**config.mk**
```make
export PLATFORM = sky130hd
export DESIGN_NAME = uart_fifo_core
export DESIGN_NICKNAME = d
export VERILOG_FILES = /design/src/rtl/uart_pkg.sv /design/src/rtl/uart_sync_fifo.sv /design/src/rtl/uart_fifo_core.sv
export SDC_FILE = /design/constraint.sdc
export NUM_CORES = 1
export LEC_CHECK = 0
export CORE_MARGIN = 1
export CORE_UTILIZATION = 45
export DETAILED_ROUTE_END_ITERATION = 16
export GPL_TIMING_DRIVEN = 0
export PLACE_DENSITY = 0.68
export SYNTH_ARGS = -nofsm -noshare
export SYNTH_HDL_FRONTEND = slang
export SYNTH_SLANG_ARGS = --single-unit
```
**constraint.sdc**
```tcl
create_clock -name clk -period 10.98 [get_ports clk]
set_clock_uncertainty 0.2 [all_clocks]
set_input_delay 2.196 -clock clk [delete_from_list [all_inputs] [get_ports clk]]
set_output_delay 2.196 -clock clk [all_outputs]
set_load 0.1 [all_outputs]
```
**src/rtl/uart_pkg.sv**
```systemverilog
// uart_pkg: types and defaults shared by uart_fifo_core and uart_sync_fifo.
//   - uart_state_e : FSM states used by both the TX and RX machines
//   - DEF_*        : default parameter values
//   - ptr_w()      : FIFO pointer width (address bits + 1 wrap bit)
package uart_pkg;

  typedef enum logic [2:0] {
    ST_IDLE,
    ST_START,
    ST_DATA,
    ST_PARITY,
    ST_STOP
  } uart_state_e;

  localparam int DEF_NB_DATA      = 8;
  localparam int DEF_FIFO_DEPTH   = 16;
  localparam int DEF_OVERSAMPLING = 16;
  localparam int DEF_NB_DIV       = 16;

  // The extra MSB tells a full FIFO apart from an empty one when the
  // address bits of the two pointers are equal.
  function automatic int ptr_w(input int depth);
    return $clog2(depth) + 1;
  endfunction

endpackage

```
**src/rtl/uart_sync_fifo.sv**
```systemverilog
// uart_sync_fifo: single-clock FIFO with a registered storage array.
// Ports:
//   clk, i_rst_n  clock, async active-low reset (contents cleared to 0)
//   i_push/i_data write request and data (dropped when full and no pop)
//   i_pop         read request (ignored when empty)
//   o_data        current head entry, read from registered storage
//   o_full/o_empty status from the pointer MSB compare
// FIFO_DEPTH must be a power of two, >= 2.
module uart_sync_fifo
  import uart_pkg::*;
#(
  parameter int NB_DATA    = DEF_NB_DATA,
  parameter int FIFO_DEPTH = DEF_FIFO_DEPTH
) (
  input  logic               clk,
  input  logic               i_rst_n,
  input  logic               i_push,
  input  logic [NB_DATA-1:0] i_data,
  input  logic               i_pop,
  output logic [NB_DATA-1:0] o_data,
  output logic               o_full,
  output logic               o_empty
);

  localparam int PW = ptr_w(FIFO_DEPTH);
  localparam int AW = PW - 1;

  logic [PW-1:0]                      wr_q, wr_d, rd_q, rd_d;
  logic [FIFO_DEPTH-1:0][NB_DATA-1:0] mem_q, mem_d;
  logic                               wr_en, rd_en;

  assign o_empty = (wr_q == rd_q);
  assign o_full  = (wr_q[AW] != rd_q[AW]) && (wr_q[AW-1:0] == rd_q[AW-1:0]);
  assign o_data  = mem_q[rd_q[AW-1:0]];

  always_comb begin
    // Empty is judged before this cycle's push, so a push into an empty
    // FIFO cannot be popped in the same cycle. A pop frees a full slot in
    // the same cycle, so push+pop on full both proceed.
    rd_en = i_pop && !o_empty;
    wr_en = i_push && (!o_full || rd_en);
    wr_d  = wr_q;
    rd_d  = rd_q;
    mem_d = mem_q;
    if (wr_en) begin
      mem_d[wr_q[AW-1:0]] = i_data;
      wr_d                = wr_q + 1'b1;
    end
    if (rd_en) rd_d = rd_q + 1'b1;
  end

  always_ff @(posedge clk or negedge i_rst_n) begin
    if (!i_rst_n) begin
      wr_q  <= '0;
      rd_q  <= '0;
      mem_q <= '0;
    end else begin
      wr_q  <= wr_d;
      rd_q  <= rd_d;
      mem_q <= mem_d;
    end
  end

endmodule

```
**src/rtl/uart_fifo_core.sv**
```systemverilog
// uart_fifo_core: buffered UART with runtime baud divisor.
// Ports:
//   clk, i_rst_n                     clock, async active-low reset
//   i_baud_div                       tick period - 1 (clk cycles)
//   i_rx / o_tx                      serial lines, idle high
//   i_tx_data/i_tx_valid/o_tx_ready  TX FIFO push handshake
//   o_rx_data/o_rx_valid/i_rx_ready  RX FIFO pop handshake
//   o_tx_busy                        TX FIFO non-empty or frame in flight
//   o_rx_overrun/o_frame_err/o_parity_err  sticky errors
//   i_clear_err                      clears the sticky errors (set wins)
// Build option: define UART_FIFO_PARITY_EN for an even-parity bit in both
// directions; otherwise frames are 8N1 and o_parity_err is 0.
module uart_fifo_core
  import uart_pkg::*;
#(
  parameter int NB_DATA      = DEF_NB_DATA,
  parameter int FIFO_DEPTH   = DEF_FIFO_DEPTH,
  parameter int NB_DIV       = DEF_NB_DIV,
  parameter int OVERSAMPLING = DEF_OVERSAMPLING
) (
  input  logic               clk,
  input  logic               i_rst_n,
  input  logic [NB_DIV-1:0]  i_baud_div,
  input  logic               i_rx,
  output logic               o_tx,
  input  logic [NB_DATA-1:0] i_tx_data,
  input  logic               i_tx_valid,
  output logic               o_tx_ready,
  output logic [NB_DATA-1:0] o_rx_data,
  output logic               o_rx_valid,
  input  logic               i_rx_ready,
  output logic               o_tx_busy,
  output logic               o_rx_overrun,
  output logic               o_frame_err,
  output logic               o_parity_err,
  input  logic               i_clear_err
);

  localparam int OSW = (OVERSAMPLING > 2) ? $clog2(OVERSAMPLING) : 1;
  localparam int BW  = $clog2(NB_DATA);
  localparam logic [OSW-1:0] OS_LAST   = OSW'(OVERSAMPLING - 1);
  localparam logic [OSW-1:0] HALF_LAST = OSW'(OVERSAMPLING / 2 - 1);
  localparam logic [BW-1:0]  BIT_LAST  = BW'(NB_DATA - 1);
`ifdef UART_FIFO_PARITY_EN
  localparam uart_state_e ST_AFTER_DATA = ST_PARITY;
`else
  localparam uart_state_e ST_AFTER_DATA = ST_STOP;
`endif

  // ---------------- tick generator ----------------
  logic [NB_DIV-1:0] cnt_q, cnt_d, div_q, div_d, div_eff;
  logic              tick;

  always_comb begin
    // The divisor is captured while the counter sits at 0, so a change
    // only takes effect after the current period wraps.
    div_eff = (cnt_q == '0) ? i_baud_div : div_q;
    tick    = (cnt_q == div_eff);
    div_d   = div_eff;
    cnt_d   = tick ? '0 : cnt_q + 1'b1;
  end

  // ---------------- FIFOs ----------------
  logic               tx_full, tx_empty, tx_pop;
  logic [NB_DATA-1:0] tx_head;
  logic               rx_full, rx_empty, rx_push, rx_drop;
  logic [NB_DATA-1:0] rx_sh_q, rx_sh_d;

  assign o_tx_ready = !tx_full;
  assign o_rx_valid = !rx_empty;
  // A full RX FIFO still accepts the byte when a pop frees a slot.
  assign rx_drop    = rx_push && rx_full && !i_rx_ready;

  uart_sync_fifo #(.NB_DATA(NB_DATA), .FIFO_DEPTH(FIFO_DEPTH)) u_tx_fifo (
    .clk(clk), .i_rst_n(i_rst_n),
    .i_push(i_tx_valid && !tx_full), .i_data(i_tx_data),
    .i_pop(tx_pop), .o_data(tx_head),
    .o_full(tx_full), .o_empty(tx_empty)
  );

  uart_sync_fifo #(.NB_DATA(NB_DATA), .FIFO_DEPTH(FIFO_DEPTH)) u_rx_fifo (
    .clk(clk), .i_rst_n(i_rst_n),
    .i_push(rx_push), .i_data(rx_sh_q),
    .i_pop(i_rx_ready), .o_data(o_rx_data),
    .o_full(rx_full), .o_empty(rx_empty)
  );

  // ---------------- TX FSM ----------------
  uart_state_e        tx_state_q, tx_state_d;
  logic [OSW-1:0]     tx_cnt_q, tx_cnt_d;
  logic [BW-1:0]      tx_bit_q, tx_bit_d;
  logic [NB_DATA-1:0] tx_sh_q, tx_sh_d;
  logic               tx_q, tx_d, tx_load, tx_bit_end;
`ifdef UART_FIFO_PARITY_EN
  logic               tx_par_q, tx_par_d;
`endif

  assign tx_bit_end = tick && (tx_cnt_q == OS_LAST);
  assign o_tx       = tx_q;
  assign o_tx_busy  = !tx_empty || (tx_state_q != ST_IDLE);

  always_comb begin
    tx_state_d = tx_state_q;
    tx_cnt_d   = tx_cnt_q;
    tx_bit_d   = tx_bit_q;
    tx_sh_d    = tx_sh_q;
    tx_load    = 1'b0;
    if (tx_state_q != ST_IDLE && tick)
      tx_cnt_d = (tx_cnt_q == OS_LAST) ? '0 : tx_cnt_q + 1'b1;
    unique case (tx_state_q)
      ST_IDLE:  tx_load = tick && !tx_empty;
      ST_START: if (tx_bit_end) begin
        tx_bit_d   = '0;
        tx_state_d = ST_DATA;
      end
      ST_DATA:  if (tx_bit_end) begin
        tx_sh_d = tx_sh_q >> 1;
        if (tx_bit_q == BIT_LAST) tx_state_d = ST_AFTER_DATA;
        else                      tx_bit_d   = tx_bit_q + 1'b1;
      end
`ifdef UART_FIFO_PARITY_EN
      ST_PARITY: if (tx_bit_end) tx_state_d = ST_STOP;
`endif
      ST_STOP:  if (tx_bit_end) begin
        // Chain straight into the next frame when data is waiting.
        tx_load    = !tx_empty;
        tx_state_d = ST_IDLE;
      end
      default:  tx_state_d = ST_IDLE;
    endcase
    if (tx_load) begin
      tx_sh_d    = tx_head;
      tx_cnt_d   = '0;
      tx_state_d = ST_START;
    end
    tx_pop = tx_load;
`ifdef UART_FIFO_PARITY_EN
    tx_par_d = tx_load ? ^tx_head : tx_par_q;
`endif
    // Line level is registered from the next state so o_tx is glitch-free.
    case (tx_state_d)
      ST_START:  tx_d = 1'b0;
      ST_DATA:   tx_d = tx_sh_d[0];
`ifdef UART_FIFO_PARITY_EN
      ST_PARITY: tx_d = tx_par_d;
`endif
      default:   tx_d = 1'b1;
    endcase
  end

  // ---------------- RX FSM ----------------
  uart_state_e    rx_state_q, rx_state_d;
  logic [OSW-1:0] rx_cnt_q, rx_cnt_d;
  logic [BW-1:0]  rx_bit_q, rx_bit_d;
  logic           rx_s1_q, rx_s1_d, rx_s2_q, rx_s2_d, rx_prev_q, rx_prev_d;
  logic           rx_fall, rx_bit_end, ferr_set;
  logic           ovr_q, ovr_d, ferr_q, ferr_d;
`ifdef UART_FIFO_PARITY_EN
  logic           perr_q, perr_d, perr_set;
`endif

  assign rx_fall    = rx_prev_q && !rx_s2_q;
  assign rx_bit_end = tick && (rx_cnt_q == OS_LAST);

  always_comb begin
    rx_s1_d    = i_rx;
    rx_s2_d    = rx_s1_q;
    rx_prev_d  = rx_s2_q;
    rx_state_d = rx_state_q;
    rx_cnt_d   = rx_cnt_q;
    rx_bit_d   = rx_bit_q;
    rx_sh_d    = rx_sh_q;
    rx_push    = 1'b0;
    ferr_set   = 1'b0;
`ifdef UART_FIFO_PARITY_EN
    perr_set   = 1'b0;
`endif
    if (rx_state_q != ST_IDLE && tick)
      rx_cnt_d = (rx_cnt_q == OS_LAST) ? '0 : rx_cnt_q + 1'b1;
    unique case (rx_state_q)
      ST_IDLE:  if (rx_fall) begin
        rx_cnt_d   = '0;
        rx_state_d = ST_START;
      end
      // Half a bit in: re-check the start bit, and from here on every
      // sample lands mid-bit.
      ST_START: if (tick && rx_cnt_q == HALF_LAST) begin
        rx_cnt_d   = '0;
        rx_bit_d   = '0;
        rx_state_d = rx_s2_q ? ST_IDLE : ST_DATA;
      end
      ST_DATA:  if (rx_bit_end) begin
        rx_sh_d = {rx_s2_q, rx_sh_q[NB_DATA-1:1]};
        if (rx_bit_q == BIT_LAST) rx_state_d = ST_AFTER_DATA;
        else                      rx_bit_d   = rx_bit_q + 1'b1;
      end
`ifdef UART_FIFO_PARITY_EN
      ST_PARITY: if (rx_bit_end) begin
        perr_set   = (rx_s2_q != ^rx_sh_q);
        rx_state_d = ST_STOP;
      end
`endif
      ST_STOP:  if (rx_bit_end) begin
        rx_push    = 1'b1;
        ferr_set   = !rx_s2_q;
        rx_state_d = ST_IDLE;
      end
      default:  rx_state_d = ST_IDLE;
    endcase
    ovr_d  = rx_drop  || (ovr_q  && !i_clear_err);
    ferr_d = ferr_set || (ferr_q && !i_clear_err);
`ifdef UART_FIFO_PARITY_EN
    perr_d = perr_set || (perr_q && !i_clear_err);
`endif
  end

  assign o_rx_overrun = ovr_q;
  assign o_frame_err  = ferr_q;
`ifdef UART_FIFO_PARITY_EN
  assign o_parity_err = perr_q;
`else
  assign o_parity_err = 1'b0;
`endif

  // ---------------- state registers ----------------
  always_ff @(posedge clk or negedge i_rst_n) begin
    if (!i_rst_n) begin
      cnt_q      <= '0;
      div_q      <= '0;
      tx_state_q <= ST_IDLE;
      tx_cnt_q   <= '0;
      tx_bit_q   <= '0;
      tx_sh_q    <= '0;
      tx_q       <= 1'b1;
      rx_state_q <= ST_IDLE;
      rx_cnt_q   <= '0;
      rx_bit_q   <= '0;
      rx_sh_q    <= '0;
      rx_s1_q    <= 1'b1;
      rx_s2_q    <= 1'b1;
      rx_prev_q  <= 1'b1;
      ovr_q      <= 1'b0;
      ferr_q     <= 1'b0;
    end else begin
      cnt_q      <= cnt_d;
      div_q      <= div_d;
      tx_state_q <= tx_state_d;
      tx_cnt_q   <= tx_cnt_d;
      tx_bit_q   <= tx_bit_d;
      tx_sh_q    <= tx_sh_d;
      tx_q       <= tx_d;
      rx_state_q <= rx_state_d;
      rx_cnt_q   <= rx_cnt_d;
      rx_bit_q   <= rx_bit_d;
      rx_sh_q    <= rx_sh_d;
      rx_s1_q    <= rx_s1_d;
      rx_s2_q    <= rx_s2_d;
      rx_prev_q  <= rx_prev_d;
      ovr_q      <= ovr_d;
      ferr_q     <= ferr_d;
    end
  end

`ifdef UART_FIFO_PARITY_EN
  always_ff @(posedge clk or negedge i_rst_n) begin
    if (!i_rst_n) begin
      tx_par_q <= 1'b0;
      perr_q   <= 1'b0;
    end else begin
      tx_par_q <= tx_par_d;
      perr_q   <= perr_d;
    end
  end
`endif

endmodule

```
==> impl_metrics.yaml <==
place:
  place.gp.congestion: 0.8297
  dp_hpwl_um: 23970
  io_buffers: 43
  placed_area_mm2: 0.01775
cts:
  cts.path.max_buffers: 3
  path_clk_slew_ps: 60
  cts_tree: "done"
  cts_resized: 0
  clk_latency_ps: 540
  htree_levels: 2
  cts_sinks: 350
  cts-root-buf: "clkbuf_16"
  cts_buffers: 39
  cts_setup_buffers: 0
  postCtsHoldBufs: 0
pwr:
  pwr_density_cell_mw_per_mm2: 208.7
  irDropWorstVdd_v: 0.0001614
  pwr-share-clk_pct: 33.9
  pwr-share-comb_pct: 22.9
  p_sw_share_pct: 27.88
  p_leak_nw: 8.537
  p_seq_share_pct: 43.1
  switching_power_mw: 1.111
  internal_power_mw: 2.874
critical_path:
  arrival_ps: 4330
  regToRegStartpoint: "cnt_q[1]$_DFF_PN0_"
  path_class: "reg2out"
  r2r_end: "u_rx_fifo.mem_q[24]$_DFFE_PN0P_"
  cp.required_ps: 8580
  end_kind: "output port"
  critPathMaxFanout: 10
  r2r_slack_ps: 6780
  worstSetupStartpointType: "flop"
  r2r_cells: 12
sta:
  slew-limit-headroom_pct: 33.41
  min_period_over_period_pct: 61.23
  max_freq_mhz: 148.7
  rsz0062_at_grt: "false"
  slew_viol_final: 0
  period_minus_slack_ps: 6723
  worstMarginPinSlew_ps: 995.8
  setup_violations: 0
  finalHoldViolCount: 0
finish:
  final_nets: 1284
  antennaDiodeCount: 0
  fillerInstances: 2986
  design_area_mm2: 0.01910
  area_delta_synth_final_pct: 14.58
  fin_util_pct: 52.30
  drive_above_1_share_pct: 32.36
logic_synthesis:
  netlist_instances: 1150
  netlist_area_mm2: 0.01667
  synth_warnings: 0
  seq_area_frac_synth_pct: 52.57
  ys_seq_elements: 350
  synth.distinct_cells: 65
  synth_most_common_cell: "dfrtp_1"
  synth_edf_count: 0
  avgSynthCellArea_um2: 14.50
  syn_nets: 1198
  synthTopCellsByCount: "dfrtp_1, mux2_2, mux4_2"
  yosys_most_used_dff: "dfrtp_1"
  synth.area.top_cells: "dfrtp_1, mux2_2, mux4_2"
  async_flop_share_pct: 100.0
  synth.top_cell.area_share_pct: 51.94
  synth_top_area_cell: "dfrtp_1"
floorplanning:
  core_mm2: 0.03652
  chipHeight_um: 194.5
  ios: 45
  die-area_mm2: 0.03782
  fp.dieW_um: 194.5
  rows: 70
  initial_utilization_pct: 45.64
route:
  drt-initial-drc-count: 549
  dr.max_layer_used: "met4"
  detailroute.via_count: 9855
  wl_per_cell_um: 20.04
  wl_met3_um: 1257
  drt-vias-per-instance: 5.690
  drt-total-wl_um: 34700
  route.detailed.drc: 0
  wl_met1_um: 15890
  first_pass_iters: 5
  met2WireLength_um: 16980
  ant_nets: 0
global_route:
  grt_max_degree: 127
  gr-usage-all-layers_pct: 19.14
  antenna_found_initial: 1
  grt_pass1_vias: 10441
  grt_remaining_overflow: 0
  grt_pass1_wl_um: 57800
min_path:
  min-delay-start: "rx_s1_q$_DFF_PN1_"
  holdPathEnd: "rx_prev_d$_DFF_PN1_"
  min_path_type: "reg2reg"
  worstHoldPathCells: 0
status:
  status: "complete, no violations"
job:
  max-cap-violations: 0
through the flow:
| stage | std cells | setup WS [ps] | setup TNS, ps | power [mW] | hold WS [ps] |
|---|---|---|---|---|---|
| floorplan | 1150 | 6046 | 0 | 2.397 | 145.2 |
| finish | 1732 | 4257 | 0 | 3.986 | 154.6 |
| global placement | 1661 | -7549 | -2606600 | 2.623 | 145.4 |
| global route | 1732 | 4060 | 0 | 4.178 | 163.3 |
| CTS | 1732 | 4143 | 0 | 4.022 | 155.6 |
| detailed placement | 1663 | 4720 | 0 | 2.661 | 147.3 |
state kept, by name (all words and copies together), names as in the netlist, 4 cells and up:
name,flops
tx_cnt_q,4
cnt_q,16
u_rx_fifo.rd_q,5
u_tx_fifo.rd_q,5
u_tx_fifo.wr_q,5
rx_cnt_q,4
u_rx_fifo.mem_q,128
rx_sh_q,8
u_rx_fifo.wr_q,5
u_tx_fifo.mem_q,128
tx_sh_q,8
div_q,16
how the worst max path moves through the flow:
| stage | slack [ps] | depth (start not counted) | to | from |
|---|---|---|---|---|
| CTS | 4140 | 5 | o_rx_data[0] | u_rx_fifo.rd_q[0]$_DFFE_PN0P_ |
| finish | 4260 | 5 | o_rx_data[0] | u_rx_fifo.rd_q[0]$_DFFE_PN0P_ |
| floorplan | 6050 | 4 | o_rx_data[0] | u_rx_fifo.rd_q[0]$_DFFE_PN0P_ |
| detailed placement | 4720 | 5 | o_rx_data[0] | u_rx_fifo.rd_q[0]$_DFFE_PN0P_ |
| global route | 4060 | 5 | o_rx_data[0] | u_rx_fifo.rd_q[0]$_DFFE_PN0P_ |
| global placement | -7550 | 1 | u_tx_fifo.mem_q[55]$_DFFE_PN0P_ | i_rst_n |
critical path: stages, from the launching register on:
cell             delay (ps)
dfrtp_1                 370
clkbuf_1                490
buf_1                   790
mux4_2                  640
mux4_2                  520
clkdlybuf4s50_1         990
layout by cell type (no fill, tap or decap), types with 9 or more instances in the layout:
master	count
nor2b_1	13
nand4_1	16
xor2_1	18
a21oi_1	16
mux4_2	80
clkbuf_1	54
nand2b_1	11
xnor2_1	37
mux2_1	70
mux2_2	222
dfrtp_1	346
clkdlybuf4s50_1	42
o21ai_0	12
inv_1	26
nand2_1	25
ha_1	18
buf_1	12
nand3_1	36
nor2_1	33
buf_2	9
clkbuf_16	40
metal layers:
| layer | vias to the layer above | GRT usage [%] |
|---|---|---|
| li1 | 4407 | - |
| met1 | 5228 | 26.90 |
| met2 | 168 | 31.46 |
| met3 | 52 | 2.568 |
| met4 | 0 | 4.850 |
| met5 | - | 0 |
kinds of logic after synthesis:
group / Yosys count / share of synthesized area, %
multiplexers: 378 / 30.89
flip-flops: 350 / 52.57
AND/OR/NAND/NOR: 192 / 7.288
buffers and inverters: 98 / 2.462
AO/OA/AOI/OAI: 58 / 2.522
XOR/XNOR: 55 / 2.890
adder cells (fa/ha/maj): 18 / 1.351
other: 1 / 0.02250
cell type report:
type | count | area [um^2] | area share (%)
well taps | 468 | 585.6 | 3.066
flip-flops and latches | 350 | 8763 | 45.88
clock inverters | 14 | 216.5 | 1.133
multi-input cells | 702 | 7496 | 39.25
plain buffers | 72 | 312.8 | 1.638
clock buffers | 55 | 1137 | 5.955
repair buffers | 45 | 490.5 | 2.568
inverters | 26 | 97.59 | 0.5110
power by group through the flow:
stage,Sequential [mW],Combinational (mW),Clock [mW]
4_1_cts,1.71,0.927,1.38
3_3_place_gp,1.73,0.896,0
2_1_floorplan,1.68,0.712,0
6_report,1.72,0.914,1.35
5_1_grt,1.75,0.994,1.43
3_5_place_dp,1.74,0.925,0
No activity file was read; power rests on OpenSTA's default activity.
